`src/rtl/ads868x_pkg.sv`:
```
// Shared command constants, FSM state type and decode helpers for the
// ADS868x SPI front-end emulator.
package ads868x_pkg;

  localparam logic [15:0] ADS868X_CMD_NO_OP   = 16'h0000;
  localparam logic [15:0] ADS868X_CMD_MAN_CH0 = 16'hC000;
  localparam logic [15:0] ADS868X_CMD_MAN_CH1 = 16'hC400;
  localparam logic [15:0] ADS868X_CMD_MAN_CH2 = 16'hC800;
  localparam logic [15:0] ADS868X_CMD_MAN_CH3 = 16'hCC00;
  localparam logic [15:0] ADS868X_CMD_RST     = 16'h8500;

  typedef enum logic [2:0] {
    S_IDLE,
    S_CMD,
    S_DATA,
    S_OVF,
    S_DONE
  } emu_state_t;

  // MAN_CHn words differ only in cmd[11:10], which is the channel number
  function automatic logic is_man_ch(input logic [15:0] c);
    return (c == ADS868X_CMD_MAN_CH0) || (c == ADS868X_CMD_MAN_CH1) ||
           (c == ADS868X_CMD_MAN_CH2) || (c == ADS868X_CMD_MAN_CH3);
  endfunction

  // register ops: cmd[15]=0 and not the all-zero NO_OP word
  function automatic logic is_reg_op(input logic [15:0] c);
    return !c[15] && (c != ADS868X_CMD_NO_OP);
  endfunction

endpackage

```
`src/rtl/ads868x_emu_sync.sv`:
```
// Multi-flop synchronizer for one asynchronous pin, with a selectable
// reset (idle) value so the chain comes out of reset in the pin's idle level.
module ads868x_emu_sync #(
  parameter int   STAGES  = 2,
  parameter logic RST_VAL = 1'b0
) (
  input  logic clk,
  input  logic rst,
  input  logic d,
  output logic q
);

  logic [STAGES-1:0] chain;

  // shift the pin level through STAGES flops
  always_ff @(posedge clk or posedge rst) begin
    if (rst) chain <= {STAGES{RST_VAL}};
    else     chain <= {chain[STAGES-2:0], d};
  end

  assign q = chain[STAGES-1];

endmodule

```
`src/rtl/ads868x_emu.sv`:
```
// ADS868x SPI slave emulator: command decode, small register file,
// manual-channel conversion readback and frame status reporting.
module ads868x_emu
  import ads868x_pkg::*;
#(
  parameter int C_SYNC_STAGES = 2,
  parameter int C_REG_AW      = 5
) (
  input  logic        aclk,
  input  logic        areset,
  input  logic        SCLK,
  input  logic        CS_N,
  input  logic        SDI,
  output logic        SDO,
  input  logic        RST_PD_N,
  input  logic [63:0] adc_ch_data,
  output logic [15:0] stat_cmd,
  output logic        stat_cmd_valid,
  output logic [1:0]  stat_channel,
  output logic [15:0] stat_frame_cnt,
  output logic        stat_frame_err
);

  localparam int NREG = 2 ** C_REG_AW;

  logic sclk_s, cs_s, sdi_s, rst_pd_s;
  logic sclk_q, cs_q;
  logic sclk_rise, sclk_fall, cs_rise, cs_fall;

  emu_state_t  state;
  logic [5:0]  bit_cnt;
  logic [14:0] shreg;
  logic [15:0] cmd;
  logic [15:0] resp;
  logic        frame_ok;
  logic        blocked;
  logic        sdo;
  logic [15:0] conv_hold;
  logic        man_pending;
  logic [7:0]  regs [NREG];

  logic [15:0] cmd_next;
  logic [6:0]  cmd_addr;
  logic [7:0]  rd_val;
  logic [15:0] resp_next;
  logic [6:0]  done_addr;
  logic [3:0]  bit_idx;

  ads868x_emu_sync #(.STAGES(C_SYNC_STAGES), .RST_VAL(1'b0)) u_sync_sclk (
    .clk(aclk), .rst(areset), .d(SCLK), .q(sclk_s));
  ads868x_emu_sync #(.STAGES(C_SYNC_STAGES), .RST_VAL(1'b1)) u_sync_cs (
    .clk(aclk), .rst(areset), .d(CS_N), .q(cs_s));
  ads868x_emu_sync #(.STAGES(C_SYNC_STAGES), .RST_VAL(1'b0)) u_sync_sdi (
    .clk(aclk), .rst(areset), .d(SDI), .q(sdi_s));
  ads868x_emu_sync #(.STAGES(C_SYNC_STAGES), .RST_VAL(1'b0)) u_sync_pd (
    .clk(aclk), .rst(areset), .d(RST_PD_N), .q(rst_pd_s));

  function automatic logic addr_ok(input logic [6:0] a);
    return (32'(a) >> C_REG_AW) == 32'd0;
  endfunction

  // remember previous synchronized levels for edge detection
  always_ff @(posedge aclk or posedge areset) begin
    if (areset) begin
      sclk_q <= 1'b0;
      cs_q   <= 1'b1;
    end else begin
      sclk_q <= sclk_s;
      cs_q   <= cs_s;
    end
  end

  assign sclk_rise = sclk_s & ~sclk_q;
  assign sclk_fall = ~sclk_s & sclk_q;
  assign cs_rise   = cs_s & ~cs_q;
  assign cs_fall   = ~cs_s & cs_q;
  assign done_addr = cmd[15:9];
  assign bit_idx   = ~bit_cnt[3:0];
  assign SDO       = sdo & ~cs_s;

  // decode the command word as it completes on the 16th falling edge
  always_comb begin
    cmd_next  = {shreg, sdi_s};
    cmd_addr  = cmd_next[15:9];
    rd_val    = 8'h00;
    resp_next = 16'h0000;
    if (addr_ok(cmd_addr)) rd_val = regs[cmd_addr[C_REG_AW-1:0]];
    if (is_reg_op(cmd_next) && !cmd_next[8]) resp_next = {rd_val, 8'h00};
    else if (man_pending)                    resp_next = conv_hold;
  end

  // frame FSM: bit capture, SDO launch, command execution and status
  always_ff @(posedge aclk or posedge areset) begin
    if (areset) begin
      state          <= S_IDLE;
      bit_cnt        <= '0;
      shreg          <= '0;
      cmd            <= '0;
      resp           <= '0;
      frame_ok       <= 1'b0;
      blocked        <= 1'b1;
      sdo            <= 1'b0;
      conv_hold      <= '0;
      man_pending    <= 1'b0;
      stat_cmd       <= '0;
      stat_cmd_valid <= 1'b0;
      stat_channel   <= '0;
      stat_frame_cnt <= '0;
      stat_frame_err <= 1'b0;
      for (int i = 0; i < NREG; i++) regs[i] <= '0;
    end else begin
      stat_cmd_valid <= 1'b0;
      stat_frame_err <= 1'b0;
      if (!rst_pd_s) begin
        // power-down: drop everything and wait for a clean CS_N high
        state       <= S_IDLE;
        sdo         <= 1'b0;
        blocked     <= 1'b1;
        conv_hold   <= '0;
        man_pending <= 1'b0;
        for (int i = 0; i < NREG; i++) regs[i] <= '0;
      end else begin
        if (cs_s) blocked <= 1'b0;
        case (state)
          S_IDLE: begin
            sdo <= 1'b0;
            if (!blocked && cs_fall) begin
              state   <= S_CMD;
              bit_cnt <= '0;
              shreg   <= '0;
            end
          end
          S_CMD, S_DATA, S_OVF: begin
            // CS_N rise takes priority over any coincident SCLK edge
            if (cs_rise) begin
              state    <= S_DONE;
              frame_ok <= (state == S_DATA);
              sdo      <= 1'b0;
            end else if (sclk_fall && state != S_OVF) begin
              shreg   <= cmd_next[14:0];
              bit_cnt <= bit_cnt + 6'd1;
              if (bit_cnt == 6'd15) begin
                state <= S_DATA;
                cmd   <= cmd_next;
                resp  <= resp_next;
              end
              if (bit_cnt == 6'd32) begin
                state <= S_OVF;
                sdo   <= 1'b0;
              end
            end else if (sclk_rise) begin
              // rising edge k+1 launches frame bit k, k = falling edges so far
              if (state == S_DATA && !bit_cnt[5]) sdo <= resp[bit_idx];
              else                                sdo <= 1'b0;
            end
          end
          S_DONE: begin
            state <= S_IDLE;
            if (frame_ok) begin
              stat_cmd       <= cmd;
              stat_cmd_valid <= 1'b1;
              stat_frame_cnt <= stat_frame_cnt + 16'd1;
              if (cmd == ADS868X_CMD_RST) begin
                conv_hold   <= '0;
                man_pending <= 1'b0;
                for (int i = 0; i < NREG; i++) regs[i] <= '0;
              end else if (is_man_ch(cmd)) begin
                conv_hold    <= adc_ch_data[{cmd[11:10], 4'b0000} +: 16];
                stat_channel <= cmd[11:10];
                man_pending  <= 1'b1;
              end else if (is_reg_op(cmd) && cmd[8] && addr_ok(done_addr)) begin
                regs[done_addr[C_REG_AW-1:0]] <= cmd[7:0];
              end
            end else begin
              stat_frame_err <= 1'b1;
            end
          end
          default: state <= S_IDLE;
        endcase
      end
    end
  end

endmodule

```
`config.mk`:
```
export PLATFORM = sky130hd
export DESIGN_NAME = ads868x_emu
export DESIGN_NICKNAME = d
export VERILOG_FILES = /design/src/rtl/ads868x_pkg.sv /design/src/rtl/ads868x_emu_sync.sv /design/src/rtl/ads868x_emu.sv
export SDC_FILE = /design/constraint.sdc
export NUM_CORES = 1
export LEC_CHECK = 0
export ABC_AREA = 0
export BUFFER_PORTS_ARGS = -buffer_cell sky130_fd_sc_hd__buf_2
export CAP_MARGIN = 10
export CORE_ASPECT_RATIO = 0.7
export CORE_UTILIZATION = 61
export CTS_BUF_LIST = sky130_fd_sc_hd__clkbuf_4 sky130_fd_sc_hd__clkbuf_8 sky130_fd_sc_hd__clkbuf_16
export DETAILED_ROUTE_END_ITERATION = 8
export PLACE_DENSITY = 0.87
export SYNTH_ARGS = -nofsm -noshare
export SYNTH_HDL_FRONTEND = slang
export SYNTH_SLANG_ARGS = --single-unit
export TNS_END_PERCENT = 1
```
`constraint.sdc`:
```
create_clock -name aclk -period 15.1 [get_ports aclk]
set_input_delay 3.02 -clock aclk [delete_from_list [all_inputs] [get_ports aclk]]
set_output_delay 3.02 -clock aclk [all_outputs]
set_load 0.01 [all_outputs]
```
==> metrics.txt, run 1 <==
# TYPE chip_impl_metric gauge
chip_impl_metric{name="floorplan.die.height",unit="um"} 144
chip_impl_metric{name="initial_util",unit="%"} 62.4
chip_impl_info{name="worst_hold_path_type",value="flip-flop to flip-flop"} 1
chip_impl_metric{name="pwr-share-clk",unit="%"} 43.5
chip_impl_metric{name="cts-root-to-sink-buffers",unit=""} 3
chip_impl_metric{name="core",unit="um2"} 27900
chip_impl_info{name="ys_dominant_reg_cell",value="dfrtp_1"} 1
chip_impl_metric{name="port_buffers",unit=""} 106
chip_impl_metric{name="final-setup-viol-count",unit=""} 0
chip_impl_metric{name="max-vdd-ir-drop",unit="uV"} 96.6
chip_impl_metric{name="synth.top_cell.area_share",unit="%"} 53.6
chip_impl_metric{name="switching_share",unit="%"} 23.2
chip_impl_metric{name="gr-usage-all-layers",unit="%"} 33.9
chip_impl_info{name="rsz0062_at_grt",value="false"} 1
chip_impl_metric{name="finalWirelength",unit="um"} 48800
chip_impl_info{name="netlist.top_cell.by_area",value="dfrtp_1"} 1
chip_impl_metric{name="slowest_delay",unit="ns"} 1.00
chip_impl_metric{name="yosysSeqAreaShare",unit="%"} 54.2
chip_impl_metric{name="cts.repair.resized",unit=""} 0
chip_impl_metric{name="dpl.cell_count",unit=""} 1957
chip_impl_metric{name="postSynthRegisterBits",unit=""} 378
chip_impl_info{name="worstPathCellList",value="buf_2 -> inv_8 -> buf_4 -> buf_4"} 1
chip_impl_metric{name="cts_htree_levels",unit=""} 2
chip_impl_metric{name="internal_power",unit="mW"} 1.59
chip_impl_metric{name="die-width",unit="um"} 204
chip_impl_metric{name="num_antenna_cells",unit=""} 0
chip_impl_metric{name="area.sequential",unit="um2"} 9470
chip_impl_metric{name="slew-limit-headroom",unit="%"} 20.0
chip_impl_metric{name="vias_per_cell",unit=""} 6.79
chip_impl_info{name="cpMaxStageDelayCell",value="buf_4"} 1
chip_impl_metric{name="post-cts-setup-buffers",unit=""} 0
chip_impl_metric{name="largest_net_degree_at_the_start_of_global_routing",unit=""} 151
chip_impl_metric{name="drt_iter0_drc",unit=""} 1856
chip_impl_metric{name="route.detailed.drc",unit=""} 0
chip_impl_metric{name="synth_edf_count",unit=""} 0
chip_impl_metric{name="layout.filler_cells",unit=""} 1842
chip_impl_metric{name="io_pins",unit=""} 107
chip_impl_metric{name="syn-mean-instance-area",unit="um2"} 11.2
chip_impl_metric{name="final_net_count",unit=""} 1699
chip_impl_metric{name="timing.max_cap.violations",unit=""} 0
chip_impl_metric{name="post_route_cells_drive_above_1_share",unit="%"} 21.9
chip_impl_metric{name="finalSetupTns",unit="ns"} 0
chip_impl_metric{name="final-instance-count-excl-fill",unit=""} 2019
chip_impl_metric{name="final.hold.worst_slack",unit="ns"} 0.351
chip_impl_metric{name="post_route_skew",unit="ns"} 0.0202
chip_impl_metric{name="antenna_violations_before_repair",unit=""} 1
chip_impl_metric{name="critPathMaxFanout",unit=""} 150
chip_impl_info{name="tritoncts",value="done"} 1
chip_impl_metric{name="global_route.overflow_total",unit=""} 0
chip_impl_metric{name="mappedNetlistNets",unit=""} 1625
chip_impl_metric{name="pwr-share-comb",unit="%"} 6.3
chip_impl_info{name="main_area_contributors_after_synthesis",value="dfrtp_1 54%, mux4_2 9.9%, o22ai_1 8.9%, inv_1 5.8%, mux2_2 2.9%"} 1
chip_impl_metric{name="tritoncts.num_buffers",unit=""} 36
chip_impl_metric{name="yosys_warning_total",unit=""} 0
chip_impl_metric{name="hold_buffers",unit=""} 0
chip_impl_metric{name="grt_pass1_vias",unit=""} 13519
chip_impl_metric{name="clock.fmax",unit="MHz"} 192
chip_impl_metric{name="sw_pwr",unit="mW"} 0.480
chip_impl_metric{name="maxSlewViolCount",unit=""} 0
chip_impl_metric{name="antenna_left",unit=""} 0
chip_impl_metric{name="cp_data_required_time",unit="ns"} 15.56
chip_impl_metric{name="synthArstFlopShare",unit="%"} 100
chip_impl_metric{name="path_clk_slew",unit="ns"} 0.06
chip_impl_metric{name="worstMarginPinSlew",unit="ns"} 1.20
chip_impl_metric{name="place.gp.congestion",unit=""} 0.983
chip_impl_metric{name="multi_input_area",unit="um2"} 6610
chip_impl_metric{name="yosysUniqueCellTypes",unit=""} 58
chip_impl_metric{name="power_leakage",unit="nW"} 8.20
chip_impl_metric{name="detail_route.wl_per_cell",unit="um"} 24.2
chip_impl_metric{name="hold_violations",unit=""} 0
chip_impl_metric{name="setup_slack",unit="ns"} 9.88
chip_impl_metric{name="power_per_cell_area",unit="nW/um2"} 106
chip_impl_metric{name="cts_sinks",unit=""} 378
chip_impl_metric{name="place_area",unit="um2"} 18200
chip_impl_metric{name="place_worst_setup_slack",unit="ns"} 9.20
chip_impl_metric{name="dr_total_vias",unit=""} 13714
chip_impl_metric{name="min_period",unit="ns"} 5.22
chip_impl_metric{name="firstDrtPassIters",unit=""} 7
chip_impl_info{name="critical_path.endpoint_type",value="async pin"} 1
chip_impl_metric{name="clock_latency",unit="ns"} 0.53
chip_impl_metric{name="share_seq_of_total_power",unit="%"} 50.3
chip_impl_metric{name="post-route-cell-area",unit="um2"} 19400
chip_impl_metric{name="layout_worst_path_cycle_share",unit="%"} 34.6
chip_impl_metric{name="dp.final_hpwl",unit="um"} 30900
chip_impl_metric{name="netlist_instances",unit=""} 1552
chip_impl_metric{name="dieArea",unit="um2"} 29300
chip_impl_metric{name="grt_pass1_wl",unit="um"} 75600
chip_impl_metric{name="syn2layout_area_growth",unit="%"} 11.3
chip_impl_info{name="critical_path_class",value="input port to async pin"} 1
chip_impl_metric{name="cp.arrival",unit="ns"} 5.68
chip_impl_info{name="clock-root-buffer",value="clkbuf_16"} 1
chip_impl_metric{name="num_rows",unit=""} 51
chip_impl_metric{name="mappedNetlistArea",unit="um2"} 17500
chip_impl_info{name="outcome",value="completed"} 1
chip_impl_info{name="critical_path_startpoint_category",value="input port"} 1
chip_impl_info{name="crit_top_cell",value="buf_4"} 1
==> through the flow <==
step	util [%]	power, mW
floorplan	-	1.14
global placement	65.3	1.18
detailed placement	65.3	1.18
CTS	69.4	2.07
global route	69.5	2.12
finish	69.5	2.07
==> cell usage in the layout, fill, tap and decap left out, types with 4 or more instances in the layout <==
cell type    n
a21oi_1      6
a22o_1      13
and2_1       9
and3_1       6
buf_2      106
buf_4       22
clkbuf_16   37
clkbuf_4    12
clkbuf_8     7
dfrtp_1    372
dfstp_2      4
inv_1      267
mux2_2      45
mux2i_1     25
mux4_2      77
nand2_1    109
nand2b_1     4
nand3_1     22
nand4_1     28
nor2_1      32
nor2b_1      5
nor3_1       7
nor3b_1      4
nor4_1       8
o2111ai_1    7
o21ai_0     38
o21ai_2     30
o22ai_1    247
o2bb2ai_1   15
o31a_1       7
o31ai_1      9
xnor2_1     15
xor2_1       4
==> final cells by class <==
cell class	count	share of cell area [%]
Sequential cell	378	48.8
Multi-Input combinational cell	813	34.0
Clock buffer	56	5.73
Inverter	268	5.22
Timing Repair Buffer	129	3.66
Tap cell	371	2.39
Clock inverter	4	0.245
==> critical path: cells and delay by family <==
family	cells	cell delay (ns)
buf+inv	4	2.52
==> power by group through the flow <==
stage / Combinational, mW / Clock [mW] / Sequential [mW]
4_1_cts: 0.125 / 0.903 / 1.04
3_3_place_gp: 0.120 / 0 / 1.06
3_5_place_dp: 0.124 / 0 / 1.06
5_1_grt: 0.141 / 0.941 / 1.04
2_1_floorplan: 0.0916 / 0 / 1.05
6_report: 0.130 / 0.899 / 1.04
==> state kept, by name (all words and copies together), names as in the netlist, 3 cells and up <==
register / count
resp: 16
stat_frame_cnt: 16
bit_cnt: 6
conv_hold: 16
state: 3
cmd: 16
shreg: 15
regs: 256
stat_cmd: 16
==> metal layers <==
metal / vias to the layer above / GRT usage (%) / share of wire [%]
met3: 152 / 10.1 / 14
met5: - / 0 / 0
met4: 0 / 12.2 / 3.2
met1: 6842 / 47.6 / 38
li1: 5683 / - / -
met2: 1037 / 50.5 / 45
==> cells by family (layout without fill, tap and decap cells) <==
group                      after synthesis  after routing  synth area share [%]
AOI/OAI and AO/OA                      391            391                  15.1
DFF                                    378            378                  54.2
buffers and inverters                  361            457                  8.05
and+or+nand+nor                        253            253                  7.21
muxes                                  147            147                  14.3
xor gates and xnor gates                19             19                 0.953
adders and majority gates                3              3                 0.215
==> synth_stat cells, types with 3 or more instances <==
cell       number
o22ai_1       247
nor2b_1         5
and4_1          3
mux2_2         45
o21ai_0        38
buf_1           6
and3_1          6
buf_2          31
or2_2           3
clkbuf_1       53
o2111ai_1       7
mux2i_1        25
dfrtp_1       374
xor2_1          4
o21ai_2        30
mux4_2         77
a21oi_1         6
dfstp_2         4
a22o_1         13
nor3b_1         4
nor2_1         32
nor3_1          7
nand2_1       110
nand3_1        22
o2bb2ai_1      15
buf_4           3
and2_1          9
inv_1         268
a21o_1          3
o31ai_1         9
nor4_1          8
nand2b_1        4
nand4_1        28
o31a_1          7
ha_1            3
xnor2_1        15
==> worst paths after layout <==
| kind | start | endpoint | slack [ns] | depth (start not counted) |
|---|---|---|---|---|
| setup / recovery | areset | regs[14]$_DFFE_PP0P_ | 9.88 | 4 |
| hold / removal | u_sync_sdi.chain[0]$_DFF_PP0_ | u_sync_sdi.chain[1]$_DFF_PP0_ | 0.35 | 0 |
| setup reg to reg | state[0]$_DFFE_PP0P_ | regs[50]$_DFFE_PP0P_ | 11.56 | 5 |
| hold reg to reg | u_sync_sdi.chain[0]$_DFF_PP0_ | u_sync_sdi.chain[1]$_DFF_PP0_ | 0.35 | 0 |
| max in group aclk | u_sync_cs.chain[1]$_DFF_PP1_ | SDO | 10.79 | 2 |
| min in group asynchronous | areset | regs[186]$_DFFE_PP0P_ | 2.70 | 2 |
Note: power is estimated with default switching activity, not from simulation.
==> run 2, diff against run 1 <==
- clock period: 15.1 -> 5.4 ns (I/O delays scaled with it)
==> run 2 against run 1 <==
- register-to-register slack worse by 9.8 ns
- sequential share of layout area fell by 0.39 points
- non-clock buffer count unchanged
- setup slack worse by 8.2 ns
- clock skew down 0.0065 ns
- sequential cell count is the same
- via count up 0.19%
- sequential power rose to 2.8 times the previous value
- total power grew to 2.9 times the previous value
- core utilization grew 0.56 points
- hold slack improved by 0.0016 ns
- highest routed layer unchanged
==> metrics.txt, run 2 (same netlist as run 1, synthesis figures left out) <==
# TYPE chip_impl_metric gauge
chip_impl_metric{name="cts-root-to-sink-buffers",unit=""} 3
chip_impl_metric{name="cts_htree_levels",unit=""} 2
chip_impl_metric{name="final-setup-viol-count",unit=""} 0
chip_impl_metric{name="slew-limit-headroom",unit="%"} 13.8
chip_impl_metric{name="cp_data_required_time",unit="ns"} 5.83
chip_impl_metric{name="final_net_count",unit=""} 1699
chip_impl_info{name="clock-root-buffer",value="clkbuf_16"} 1
chip_impl_metric{name="place.gp.congestion",unit=""} 0.918
chip_impl_info{name="layout.cells.most_common",value="dfrtp_1"} 1
chip_impl_metric{name="final-instance-count-excl-fill",unit=""} 2023
chip_impl_metric{name="dieArea",unit="um2"} 29300
chip_impl_metric{name="cp.arrival",unit="ns"} 4.11
chip_impl_info{name="critical_path_startpoint_category",value="flip-flop"} 1
chip_impl_metric{name="largest_register_ffs",unit=""} 256
chip_impl_metric{name="finalSetupTns",unit="ns"} 0
chip_impl_metric{name="rrSetupSlack",unit="ns"} 1.72
chip_impl_info{name="critical_path_class",value="flip-flop to flip-flop"} 1
chip_impl_metric{name="dr_total_vias",unit=""} 13740
chip_impl_metric{name="floorplan.die.height",unit="um"} 144
chip_impl_metric{name="grt_pass1_vias",unit=""} 13645
chip_impl_metric{name="min_period",unit="ns"} 3.68
chip_impl_info{name="outcome",value="completed"} 1
chip_impl_metric{name="antenna_violations_before_repair",unit=""} 0
chip_impl_metric{name="drt_iter0_drc",unit=""} 1920
chip_impl_metric{name="global_route.overflow_total",unit=""} 0
chip_impl_info{name="rsz0062_at_grt",value="false"} 1
chip_impl_metric{name="power_leakage",unit="nW"} 8.26
chip_impl_metric{name="finalWirelength",unit="um"} 49900
chip_impl_info{name="timing.rr.start",value="cmd[9]$_DFFE_PP0P_"} 1
chip_impl_metric{name="final_core_utilization",unit="%"} 70.1
chip_impl_metric{name="worstMarginPinSlew",unit="ns"} 1.29
chip_impl_metric{name="worst_hold_path.num_cells",unit=""} 0
chip_impl_metric{name="power_per_cell_area",unit="nW/um2"} 308
chip_impl_metric{name="timing.max_cap.violations",unit=""} 0
chip_impl_metric{name="tritoncts.num_buffers",unit=""} 36
chip_impl_metric{name="num_antenna_cells",unit=""} 0
chip_impl_metric{name="core",unit="um2"} 27900
chip_impl_metric{name="detail_route.wl_per_cell",unit="um"} 24.6
chip_impl_metric{name="path_clk_slew",unit="ns"} 0.07
chip_impl_metric{name="max-vdd-ir-drop",unit="uV"} 249
chip_impl_metric{name="hold_buffers",unit=""} 0
chip_impl_metric{name="cts_sinks",unit=""} 378
chip_impl_info{name="hold_path_end",value="u_sync_pd.chain[1]$_DFF_PP0_"} 1
chip_impl_metric{name="num_rows",unit=""} 51
chip_impl_metric{name="layout_worst_path_cycle_share",unit="%"} 68.1
chip_impl_metric{name="maxSlewViolCount",unit=""} 0
chip_impl_metric{name="initial_util",unit="%"} 62.4
chip_impl_metric{name="route.detailed.drc",unit=""} 0
chip_impl_metric{name="largest_net_degree_at_the_start_of_global_routing",unit=""} 138
chip_impl_metric{name="post_route_skew",unit="ns"} 0.0137
chip_impl_metric{name="hold_violations",unit=""} 0
chip_impl_metric{name="dp.final_hpwl",unit="um"} 31400
chip_impl_metric{name="post_route_cells_drive_above_1_share",unit="%"} 22.1
chip_impl_metric{name="layout.filler_cells",unit=""} 1838
chip_impl_metric{name="io_pins",unit=""} 107
chip_impl_metric{name="vias_per_cell",unit=""} 6.79
chip_impl_metric{name="grt_pass1_wl",unit="um"} 77300
chip_impl_info{name="most-common-layout-cells",value="372 x dfrtp_1, 267 x inv_1, 247 x o22ai_1"} 1
chip_impl_info{name="worst_hold_path_type",value="flip-flop to flip-flop"} 1
chip_impl_metric{name="syn2layout_area_growth",unit="%"} 12.2
chip_impl_metric{name="place_worst_setup_slack",unit="ns"} 1.95
chip_impl_info{name="tritoncts",value="done"} 1
chip_impl_metric{name="critPathMaxFanout",unit=""} 26
chip_impl_metric{name="antenna_left",unit=""} 0
chip_impl_info{name="critical_path.endpoint_type",value="flip-flop"} 1
chip_impl_metric{name="port_buffers",unit=""} 106
chip_impl_metric{name="post-cts-setup-buffers",unit=""} 0
chip_impl_metric{name="gr-usage-all-layers",unit="%"} 34.8
chip_impl_metric{name="die-width",unit="um"} 204
chip_impl_metric{name="cts.repair.resized",unit=""} 0
chip_impl_metric{name="rr_worst_depth",unit=""} 6
chip_impl_info{name="regToRegEndpoint",value="regs[118]$_DFFE_PP0P_"} 1
chip_impl_metric{name="setup_slack",unit="ns"} 1.72
chip_impl_info{name="worst_hold_startpoint",value="u_sync_pd.chain[0]$_DFF_PP0_"} 1
chip_impl_metric{name="dpl.cell_count",unit=""} 1958
chip_impl_info{name="largest-register",value="regs"} 1
chip_impl_metric{name="clock.fmax",unit="MHz"} 272
chip_impl_metric{name="clock_latency",unit="ns"} 0.54
chip_impl_metric{name="firstDrtPassIters",unit=""} 6
==> run 2: cell types whose count changed in the layout (fill, tap and decap cells not counted), sizes merged <==
cell / change
clkbuf: -1
bufinv: +3
clkinvlp: +2
==> run 2: area by class of cell <==
cell class,count,area (um2),area share (%)
clock buffer,55,1130,5.77
clock inverter,9,160,0.818
inverter,268,1010,5.16
multi-input combinational,813,6610,33.7
sequential,378,9470,48.4
tap,371,464,2.37
timing repair buffer,129,741,3.78
==> run 2: worst max-delay path, stage by stage (launching register included) <==
cell and delay, ns:
dfrtp_1 0.54, nor3b_2 0.15, nor4b_4 0.18, a21oi_2 0.96, nand3_1 1.00, buf_4 0.51, o22ai_1 0.22
==> run 2: how the worst max path moves through the flow <==
stage / slack (ns) / depth (start not counted) / startpoint / to
after floorplan: -0.75 / 1 / areset / bit_cnt[0]$_DFFE_PP0P_
after global placement: 2.19 / 6 / cmd[9]$_DFFE_PP0P_ / regs[94]$_DFFE_PP0P_
after detailed placement: 1.95 / 6 / cmd[9]$_DFFE_PP0P_ / regs[94]$_DFFE_PP0P_
after CTS: 1.91 / 6 / cmd[9]$_DFFE_PP0P_ / regs[150]$_DFFE_PP0P_
after global routing: 1.69 / 6 / cmd[9]$_DFFE_PP0P_ / regs[150]$_DFFE_PP0P_
final: 1.72 / 6 / cmd[9]$_DFFE_PP0P_ / regs[118]$_DFFE_PP0P_
==> run 2: metrics by stage <==
step / power (mW) / hold slack [ns] / instance area (um2)
floorplan: 3.19 / 0.331 / 17500
global placement: 3.29 / 0.332 / 18300
detailed placement: 3.31 / 0.341 / 18300
CTS: 6.02 / 0.353 / 19600
global route: 6.17 / 0.363 / 19600
finish: 6.03 / 0.353 / 19600
==> run 2: routing by layer <==
metal	routed length [um]	part of all wire (%)	vias up	global-route usage, %
li1	-	-	5697	-
met1	19100	38	6870	47.7
met2	22400	45	995	52.2
met3	6530	13	178	11.0
met4	1860	3.7	0	13.8
met5	0	0	-	0
==> run 2: power by group <==
group / switching [mW] / total, mW / internal, mW
combinational: 0.254 / 0.376 / 0.121
clock: 1.11 / 2.75 / 1.64
sequential: 0.0451 / 2.90 / 2.86
total: 1.41 / 6.03 / 4.62
